--- config.mk ---
export PLATFORM = sky130hd
export DESIGN_NAME = key_encoder
export DESIGN_NICKNAME = d
export VERILOG_FILES = /design/src/rtl/key_encoder_pkg.sv /design/src/rtl/key_encoder_prienc.sv /design/src/rtl/key_encoder.sv
export SDC_FILE = /design/constraint.sdc
export NUM_CORES = 1
export LEC_CHECK = 0
export CAP_MARGIN = 10
export CORE_ASPECT_RATIO = 0.6
export CORE_MARGIN = 2
export CORE_UTILIZATION = 30
export DETAILED_ROUTE_END_ITERATION = 10
export PLACE_DENSITY = 0.51
export SETUP_SLACK_MARGIN = 0.3
export SLEW_MARGIN = 0
export SYNTH_ARGS = -nofsm -noshare
export SYNTH_HDL_FRONTEND = slang
export SYNTH_HIERARCHICAL = 1
export SYNTH_SLANG_ARGS = --single-unit
--- constraint.sdc ---
create_clock -name hz100 -period 3.5 [get_ports hz100]
set_input_delay 0.7 -clock hz100 [delete_from_list [all_inputs] [get_ports hz100]]
set_output_delay 0.7 -clock hz100 [all_outputs]
set_load 0.02 [all_outputs]
--- src/rtl/key_encoder_pkg.sv ---
// Shared types and constants for the debounced push-button priority encoder.
package key_encoder_pkg;

  typedef enum logic [1:0] {
    IDLE,
    DEBOUNCE,
    HELD,
    RELEASE
  } ke_state_t;

  localparam int HIST_W = 32;

endpackage

--- src/rtl/key_encoder_prienc.sv ---
// Combinational priority encoder: highest set index of s, 0 when nothing is set.
module prienc #(
  parameter int N      = 20,
  parameter int CODE_W = 5
) (
  input  logic [N-1:0]      s,
  output logic [CODE_W-1:0] pc,
  output logic              any
);

  // Ascending scan so the last (highest) set bit overrides lower ones.
  always_comb begin
    pc = '0;
    for (int i = 0; i < N; i++) begin
      if (s[i]) pc = CODE_W'(i);
    end
  end

  assign any = |s;

endmodule

--- src/rtl/key_encoder.sv ---
// Debounced priority encoder for the push-button bank with registered code/valid/strobe.
// Optional hex-digit history register is enabled by defining KEY_ENCODER_HISTORY_EN.
module key_encoder
  import key_encoder_pkg::*;
#(
  parameter int N         = 20,
  parameter int CODE_W    = 5,
  parameter int DB_CYCLES = 2
) (
  input  logic              hz100,
  input  logic              reset,
  input  logic [N-1:0]      pb,
  output logic [CODE_W-1:0] code,
  output logic              valid,
  output logic              strobe,
  output logic [HIST_W-1:0] hist
);

  localparam int CNT_W = $clog2(DB_CYCLES + 1);
  localparam logic [CNT_W-1:0] CNT_LAST = CNT_W'(DB_CYCLES - 1);

  logic [N-1:0]      sync_a;
  logic [N-1:0]      s;
  logic [CODE_W-1:0] pc;
  logic              any;

  ke_state_t         state, state_next;
  logic [CNT_W-1:0]  cnt, cnt_next;
  logic [CODE_W-1:0] cand, cand_next;
  logic [CODE_W-1:0] code_next;
  logic              valid_next;
  logic              strobe_next;

  always_ff @(posedge hz100) begin
    if (reset) begin
      sync_a <= '0;
      s      <= '0;
    end else begin
      sync_a <= pb;
      s      <= sync_a;
    end
  end

  prienc #(
    .N     (N),
    .CODE_W(CODE_W)
  ) u_prienc (
    .s  (s),
    .pc (pc),
    .any(any)
  );

  always_ff @(posedge hz100) begin
    if (reset) begin
      state  <= IDLE;
      cnt    <= '0;
      cand   <= '0;
      code   <= '0;
      valid  <= 1'b0;
      strobe <= 1'b0;
    end else begin
      state  <= state_next;
      cnt    <= cnt_next;
      cand   <= cand_next;
      code   <= code_next;
      valid  <= valid_next;
      strobe <= strobe_next;
    end
  end

  // Strobe defaults low so it can only ever be a single-cycle pulse on DEBOUNCE->HELD.
  always_comb begin
    state_next  = state;
    cnt_next    = cnt;
    cand_next   = cand;
    code_next   = code;
    valid_next  = valid;
    strobe_next = 1'b0;
    case (state)
      IDLE: begin
        if (any) begin
          state_next = DEBOUNCE;
          cand_next  = pc;
          cnt_next   = '0;
        end
      end
      DEBOUNCE: begin
        if (!any || (pc != cand)) begin
          state_next = IDLE;
        end else if (cnt == CNT_LAST) begin
          state_next  = HELD;
          code_next   = cand;
          valid_next  = 1'b1;
          strobe_next = 1'b1;
        end else begin
          cnt_next = cnt + CNT_W'(1);
        end
      end
      HELD: begin
        if (!any) begin
          state_next = RELEASE;
          cnt_next   = '0;
        end
      end
      RELEASE: begin
        if (any) begin
          state_next = HELD;
        end else if (cnt == CNT_LAST) begin
          state_next = IDLE;
          valid_next = 1'b0;
        end else begin
          cnt_next = cnt + CNT_W'(1);
        end
      end
      default: state_next = IDLE;
    endcase
  end

`ifdef KEY_ENCODER_HISTORY_EN
  logic [HIST_W-1:0] hist_q;
  logic [31:0]       code_ext;

  assign code_ext = 32'(code);

  // Only codes that fit a hex digit are recorded; larger keys leave the history untouched.
  always_ff @(posedge hz100) begin
    if (reset) begin
      hist_q <= '0;
    end else if (strobe && (code_ext < 32'd16)) begin
      hist_q <= {hist_q[HIST_W-5:0], code_ext[3:0]};
    end
  end

  assign hist = hist_q;
`else
  assign hist = '0;
`endif

endmodule

# Yosys cells after proc, flatten, opt, wreduce, memory -nomap -nowiden
# Cells that the tools add are included.
# totals
reg_bits	56
inputBits	22
out_inout_bits	39
wordCells	73
# classes
add_sub_neg	1
n_eq_ne	13
muxes	38
n_bitwise	2
reduce_logical	11
# ops
op	count
two-way mux 4 bit	8
two-way mux 2 bit	13
two-way mux 5 bit	4
OR reduction 20 bit	1
one-hot mux 2 bit (4 select lines)	2
two-way mux 3 bit	4
!= test 2 bit, second input constant	6
AND reduction 4 bit	2
two-way mux 1 bit	6
!= test 3 bit, second input constant	2
!= test 5 bit	1
AND reduction 5 bit	1
equality test 2 x 1 -> 1 bit, second input constant	2
equality test 2 bit, second input constant	2
AND reduction 3 bit	1
OR reduction 3 bit	1
adder 2 x 1 -> 2 bit, second input constant	1
zero test 2 bit	1
inverter 1 bit	2
one-hot mux 1 bit (2 select lines)	1
AND reduction 2 bit	1
nonzero test 2 bit	1
zero test 1 bit	1
logical OR 1 bit	1

# Depth between registers and ports, before layout
# Gate-level depths: netlist (run 1).
# logic_depth
depth_word	23
ltp_mapped	8
ltp_nobuf	8

# Modules after synthesis
# The synthesis (run 1) kept the hierarchy.
# by_module_without_submodules
module	n_inst	cells_per_inst	area_each_um2	seq_area_each_um2
key_encoder	1	201	2153.3	1121.1
prienc	1	38	206.4	0.0

# Worst setup path before layout (run 1)
# OpenSTA, ideal clock, no wires.
# synth_timing
kind	flip-flop to flip-flop
from	reg s[11]
to	reg code[0]
arrival_ns	1.981
t_required_ns	3.428
setup_slack_ns	1.447
stages_incl_launch_ff	8
n_path_buf	0
period_less_slack_ns	2.053
cell_sequence	dfxtp_1 -> or4_4 -> o21ai_0 -> o31ai_1 -> xnor2_1 -> nand2_1 -> nor4_4 -> mux2i_1
# synth_via
elab_chain_cells	13
# synth_rtl
element	line_no	source
start: declaration	key_encoder.sv:23	logic [N-1:0] s;
start signal: assignment	key_encoder.sv:40	s <= sync_a;
two-way mux 4 bit (5 in series)	key_encoder_prienc.sv:15	if (s[i]) pc = CODE_W'(i);
two-way mux 5 bit (4 in series)	key_encoder_prienc.sv:15	
named net pc[0]	key_encoder.sv:24	logic [CODE_W-1:0] pc;
!= test 5 bit	key_encoder.sv:88	if (!any || (pc != cand)) begin
logical OR 1 bit	key_encoder.sv:88	
inverter 1 bit (no line)	-	
AND reduction 3 bit (no line)	-	
end signal: assignment	key_encoder.sv:65	code <= code_next;
end: declaration	key_encoder.sv:13	output logic [CODE_W-1:0] code,
# The timed path passes the listed nets, and every way through them passes these cells.
# A chain may end at the register's enable or synchronous reset.

# Final worst setup path (run 1)
# layout_timing
from	reg s[5]
to	reg code[1]
# layout_via
elab_chain_cells	19
# layout_rtl
element	line_no
two-way mux 3 bit (3 in series)	key_encoder_prienc.sv:15
two-way mux 4 bit (8 in series)	key_encoder_prienc.sv:15
two-way mux 5 bit (4 in series)	key_encoder_prienc.sv:15
named net pc[0]	key_encoder.sv:24
!= test 5 bit	key_encoder.sv:88
logical OR 1 bit	key_encoder.sv:88
inverter 1 bit (no line)	-
AND reduction 3 bit (no line)	-
# The timed path passes the listed nets, and every way through them passes these cells.

==> results.cfg, run 1 <==
[job]
max_cap_violations = 0

[final_layout]
area_delta_synth_final_pct = 16.0
final_layout_size_suffix_gt1_share_pct = 6.42
final_cells = 369
n_antenna_cell = 0
fin_area_mm2 = 0.00274
nFillCells = 812
final_nets = 287
fin_util_pct = 36.8

[synthesis]
synth_cell_types = 36
synth_top_area_share_pct = 47.5
synth_top_flop_cell = dfxtp_1
yosysWarnings = 6
synthArstFlopShare_pct = 0
yosys-top-cells-area = dfxtp_1 (48%), nor2b_1 (11%), buf_4 (10%)
syn_avg_cell_area_um2 = 9.87
yosysSeqAreaShare_pct = 47.5
ys_ff_latch = 56
yosysMostFrequentCell = dfxtp_1
syn_area_mm2 = 0.00236
yosys.area.top_type = dfxtp_1
ys_top_cells_by_count = dfxtp_1 (56), nor2b_1 (41), buf_4 (32)
syn_inst = 239
synth_edf_count = 0

[setup_path]
endpoint_kind = flop
worst-path-max-fanout = 6
cp-start-kind = flop
path_cells = inv_1 -> a221oi_1 -> nor3_1 -> o31ai_1 -> xnor2_1 -> nand2_1 -> nor4_4 -> mux2i_1
cp.required_ns = 3.72
critPathKind = reg -> reg
arrival_ns = 2.54
cpMaxStageDelayCell = nor4_4
slowest_delay_ns = 0.48

[routing]
totalWireLength_um = 3670
vias_per_cell = 3.93
wl_per_cell_um = 9.93
vias = 1451
first_pass_iters = 4
drtIter0Drc = 51
antenna_left = 0
remaining_drc_errors = 0

[placement]
dp.cells = 361
place_ws_ns = 1.18
place_hpwl_um = 2640
port_buffers = 28
place_area_mm2 = 0.00259
globalplace.congestion = 0.764

[power]
powerDensity_mw_per_mm2 = 493
seq_power_share_pct = 51.0
p_leak_nw = 1.05
sw_frac_of_total_pct = 25.2
p_int_mw = 1.01
power_mw = 1.35
p_sw_mw = 0.340
pwr-share-clk_pct = 36.1
pwr-share-comb_pct = 12.9
vdd_drop_max_v = 0.000189

[sta]
fin_crit_sh_pct = 66.3
setup_ws_ns = 1.18
slew_headroom_pct = 31.3
finalSetupViolations = 0
worst_pin_slew_ns = 1.03
fmax_ghz = 0.431
hold_slack_ns = 0.439
finClkSkew_ns = 0.00720
setup-tns-final_ns = 0
final-hold-violation-count = 0
drv_slew = 0
rsz0062_at_grt = false
finalCriticalPeriod_ns = 2.32

[clocking]
ctsHoldBuffers = 0
clk_latency_ns = 0.29
clk_path_buf_depth = 2
cts-root-buf = clkbuf_16
cts_tree = built
clkTransAtPathRegs_ns = 0.07
numCtsBuffers = 5
cts.sinks = 56
postCtsSetupBuffers = 0
cts_resized = 0
h-tree-depth = 2

[worst_hold_path]
hold_class = reg -> reg

[die]
io_pins = 61
rows = 24
die_h_um = 72.7
fp.dieW_um = 119
die_area_mm2 = 0.00861
start_util_pct = 31.7
core_area_mm2 = 0.00745

[grt]
grt_pass1_vias = 1203
grt_pass1_wl_um = 5810
grt_max_degree = 66
antenna_found_initial = 0
grt-ovfl-total = 0
grt.total_usage_pct = 8.69

[status]
status = finished clean
## per-layer routing
layer	share of wire [%]	track usage [%]	vias up
met1	55	12.9	640
met4	1.6	3.57	0
met3	5.5	3.13	8
li1	-	-	768
met2	38	11.1	35
met5	0	0	-
## power groups by stage
stage | clock (mW) | combinational [mW] | sequential [mW]
after floorplan | 0 | 0.169 | 0.694
after global placement | 0 | 0.174 | 0.703
final | 0.487 | 0.174 | 0.689
after global routing | 0.536 | 0.192 | 0.693
after detailed placement | 0 | 0.174 | 0.704
after CTS | 0.506 | 0.175 | 0.689
## final timing paths
kind	startpoint	end	slack, ns	depth (start not counted)
worst max-delay path	s[5]	code[1]	1.18	8
worst min-delay path	sync_a[4]	s[4]	0.44	1
worst max register to register	s[5]	code[1]	1.18	8
worst min register to register	sync_a[4]	s[4]	0.44	1
## worst max-delay path, delay by kind of cell, from the launching register on
| kind | cells | cell delay [ns] |
|---|---|---|
| DFF | 1 | 0.38 |
| and+or+nand+nor | 3 | 0.75 |
| AOI/OAI and AO/OA | 2 | 0.68 |
| xor gates and xnor gates | 1 | 0.16 |
| muxes | 1 | 0.23 |
| buffers and inverters | 1 | 0.05 |
## state kept, by name (all words and copies together) (netlist names)
register  count
s            20
sync_a       20
cand          5
code          5
cnt           2
state         2
strobe        1
valid         1
## layout by cell type, fill, tap and decap left out, drive strengths merged, types with 5 or more instances in the layout
master          n
xnor2           5
clkbuf          6
dfxtp          56
mux2i          10
inv             6
conb           32
nand2b          9
nor2b          41
clkdlybuf4s50  27
nand2           7
a21oi           5
nor2           18
o211ai          5
## cell families after synthesis
logic type               synth area share [%]
multiplexers                             4.24
flip-flops                               47.5
buffers and inverters                    13.2
adder cells (fa/ha/maj)                 0.530
AND/OR/NAND/NOR                          26.3
other                                   0.159
XOR/XNOR                                 1.86
AO/OA/AOI/OAI                            6.20
## cell type report
type | instances | area [µm²] | share of cell area (%)
clock buffer | 6 | 129 | 4.71
clock inverter | 2 | 16.3 | 0.594
inverter | 6 | 22.5 | 0.823
multi-input combinational | 167 | 1040 | 38.1
sequential | 56 | 1120 | 41.0
tap | 104 | 130 | 4.75
timing repair buffer | 28 | 275 | 10.1
(Power assumes the default switching activity.)
==> run 2, diff against run 1 <==
--- a/config.mk
+++ b/config.mk
@@ -10,7 +10,7 @@
 export CORE_MARGIN = 2
 export CORE_UTILIZATION = 30
 export DETAILED_ROUTE_END_ITERATION = 10
-export PLACE_DENSITY = 0.51
+export PLACE_DENSITY = 0.53
 export SETUP_SLACK_MARGIN = 0.3
 export SLEW_MARGIN = 0
 export SYNTH_ARGS = -nofsm -noshare
==> constraint.sdc (replaced) <==
create_clock -name hz100 -period 1.85 [get_ports hz100]
set_input_delay 0.37 -clock hz100 [delete_from_list [all_inputs] [get_ports hz100]]
set_output_delay 0.37 -clock hz100 [all_outputs]
set_load 0.02 [all_outputs]
==> results.cfg, run 2 (same netlist as run 1, synthesis figures left out) <==
[status]
status = finished with violations
violations = setup timing

[clocking]
ctsHoldBuffers = 0
clk_latency_ns = 0.29
cts.sinks = 56
clkTransAtPathRegs_ns = 0.07
clk_path_buf_depth = 2
cts-root-buf = clkbuf_16
cts_tree = built
numCtsBuffers = 5
h-tree-depth = 2

[worst_hold_path]
worst_hold_path.endpoint = s[16]
hold_class = reg -> reg
hold_depth = 1
hold_start = sync_a[16]

[setup_path]
reg2reg_depth = 7
r2r-start = s[11]
r2r_end = state[1]
cp.required_ns = 2.08
arrival_ns = 2.43
critPathKind = reg -> reg
endpoint_kind = flop
reg2reg_slack_ns = -0.35
worst-path-max-fanout = 3
cp-start-kind = flop

[routing]
vias = 1548
vias_per_cell = 3.98
drtIter0Drc = 88
antenna_left = 0
first_pass_iters = 6
wl_per_cell_um = 11.3
remaining_drc_errors = 0
totalWireLength_um = 4390

[sta]
fin_crit_sh_pct = 119
final-hold-violation-count = 0
finalSetupViolations = 16
rsz0062_at_grt = true
finClkSkew_ns = 0.00475
setup_ws_ns = -0.352
finalCriticalPeriod_ns = 2.20
fmax_ghz = 0.454
hold_slack_ns = 0.440
drv_slew = 0

[die]
fp.dieW_um = 119
start_util_pct = 31.7
core_area_mm2 = 0.00745
die_h_um = 72.7
die_area_mm2 = 0.00861
io_pins = 61
rows = 24

[grt]
antenna_found_initial = 0
grt_max_degree = 26
grt-ovfl-total = 0
grt.total_usage_pct = 10.3
grt_pass1_wl_um = 6920
grt_pass1_vias = 1388

[final_layout]
area_delta_synth_final_pct = 29.6
reg.largest.list = s x20, sync_a x20
mostFrequentLayoutCells = dfxtp_1 (46), nor2b_1 (41), conb_1 (32), clkdlybuf4s50_1 (20)
n_antenna_cell = 0
final_nets = 307
final_layout_size_suffix_gt1_share_pct = 23.5
final_common_cell = dfxtp_1

[placement]
place_hpwl_um = 2970
port_buffers = 28
place_ws_ns = -0.302
globalplace.congestion = 0.858

[power]
power_mw = 2.74
p_leak_nw = 1.23
powerDensity_mw_per_mm2 = 895
vdd_drop_max_v = 0.000449

[job]
max_cap_violations = 0
[run 2: power breakdown]
| part | internal (mW) | switching [mW] |
|---|---|---|
| clock network | 0.504 | 0.433 |
| registers | 1.26 | 0.0480 |
| logic | 0.241 | 0.245 |
| total | 2.01 | 0.726 |
[run 2: what timing repair did]
| action | in CTS | in global routing |
|---|---|---|
| setup buffers | 2 | 3 |
| setup endpoints to repair | 23 | 16 |
| endpoints found under the hold margin | 0 | 0 |
| pin swaps | 5 | 9 |
| resized for setup | 20 | 23 |
[run 2: routing by layer]
layer | wire, µm | up-vias | global-route usage, %
met1 | 2450 | 693 | 15.8
met4 | 27 | 0 | 2.38
li1 | - | 808 | -
met2 | 1660 | 43 | 13.2
met3 | 251 | 4 | 3.98
met5 | 0 | - | 0
[run 2: per-stage QoR]
step	instance area (µm²)	TNS, ns	instances	util [%]
global placement	2740	-2.43	376	36.7
CTS	2940	-2.52	386	39.5
detailed placement	2740	-3.05	376	36.7
finish	3060	-3.49	389	41.1
floorplan	2490	-1.36	270	-
global route	3060	-4.78	389	41.1
[run 2: cell type report]
| cell class | count | area [µm²] |
|---|---|---|
| clock inverters | 3 | 23.8 |
| multi-input cells | 167 | 1180 |
| flip-flops and latches | 56 | 1140 |
| clock buffers | 5 | 125 |
| fillers | 756 | 4390 |
| repair buffers | 48 | 444 |
| inverters | 6 | 22.5 |
| well taps | 104 | 130 |
[run 2: how the worst max path moves through the flow]
stage / cells after the start / endpoint / start / slack, ns
2_1_floorplan: 7 / code[0] / s[11] / -0.18
3_5_place_dp: 8 / strobe / s[11] / -0.30
6_report: 7 / state[1] / s[11] / -0.35
3_3_place_gp: 7 / cnt[1] / s[7] / -0.25
5_1_grt: 8 / state[1] / s[7] / -0.41
4_1_cts: 7 / state[1] / s[11] / -0.28
[run 2: worst max-delay path: stages, from the launching register on]
cell,delay [ns]
dfxtp_2,0.34
or4_4,0.57
nor3_4,0.17
o31ai_4,0.11
xnor2_2,0.19
nand2_2,0.12
or4_4,0.51
a21oi_2,0.12
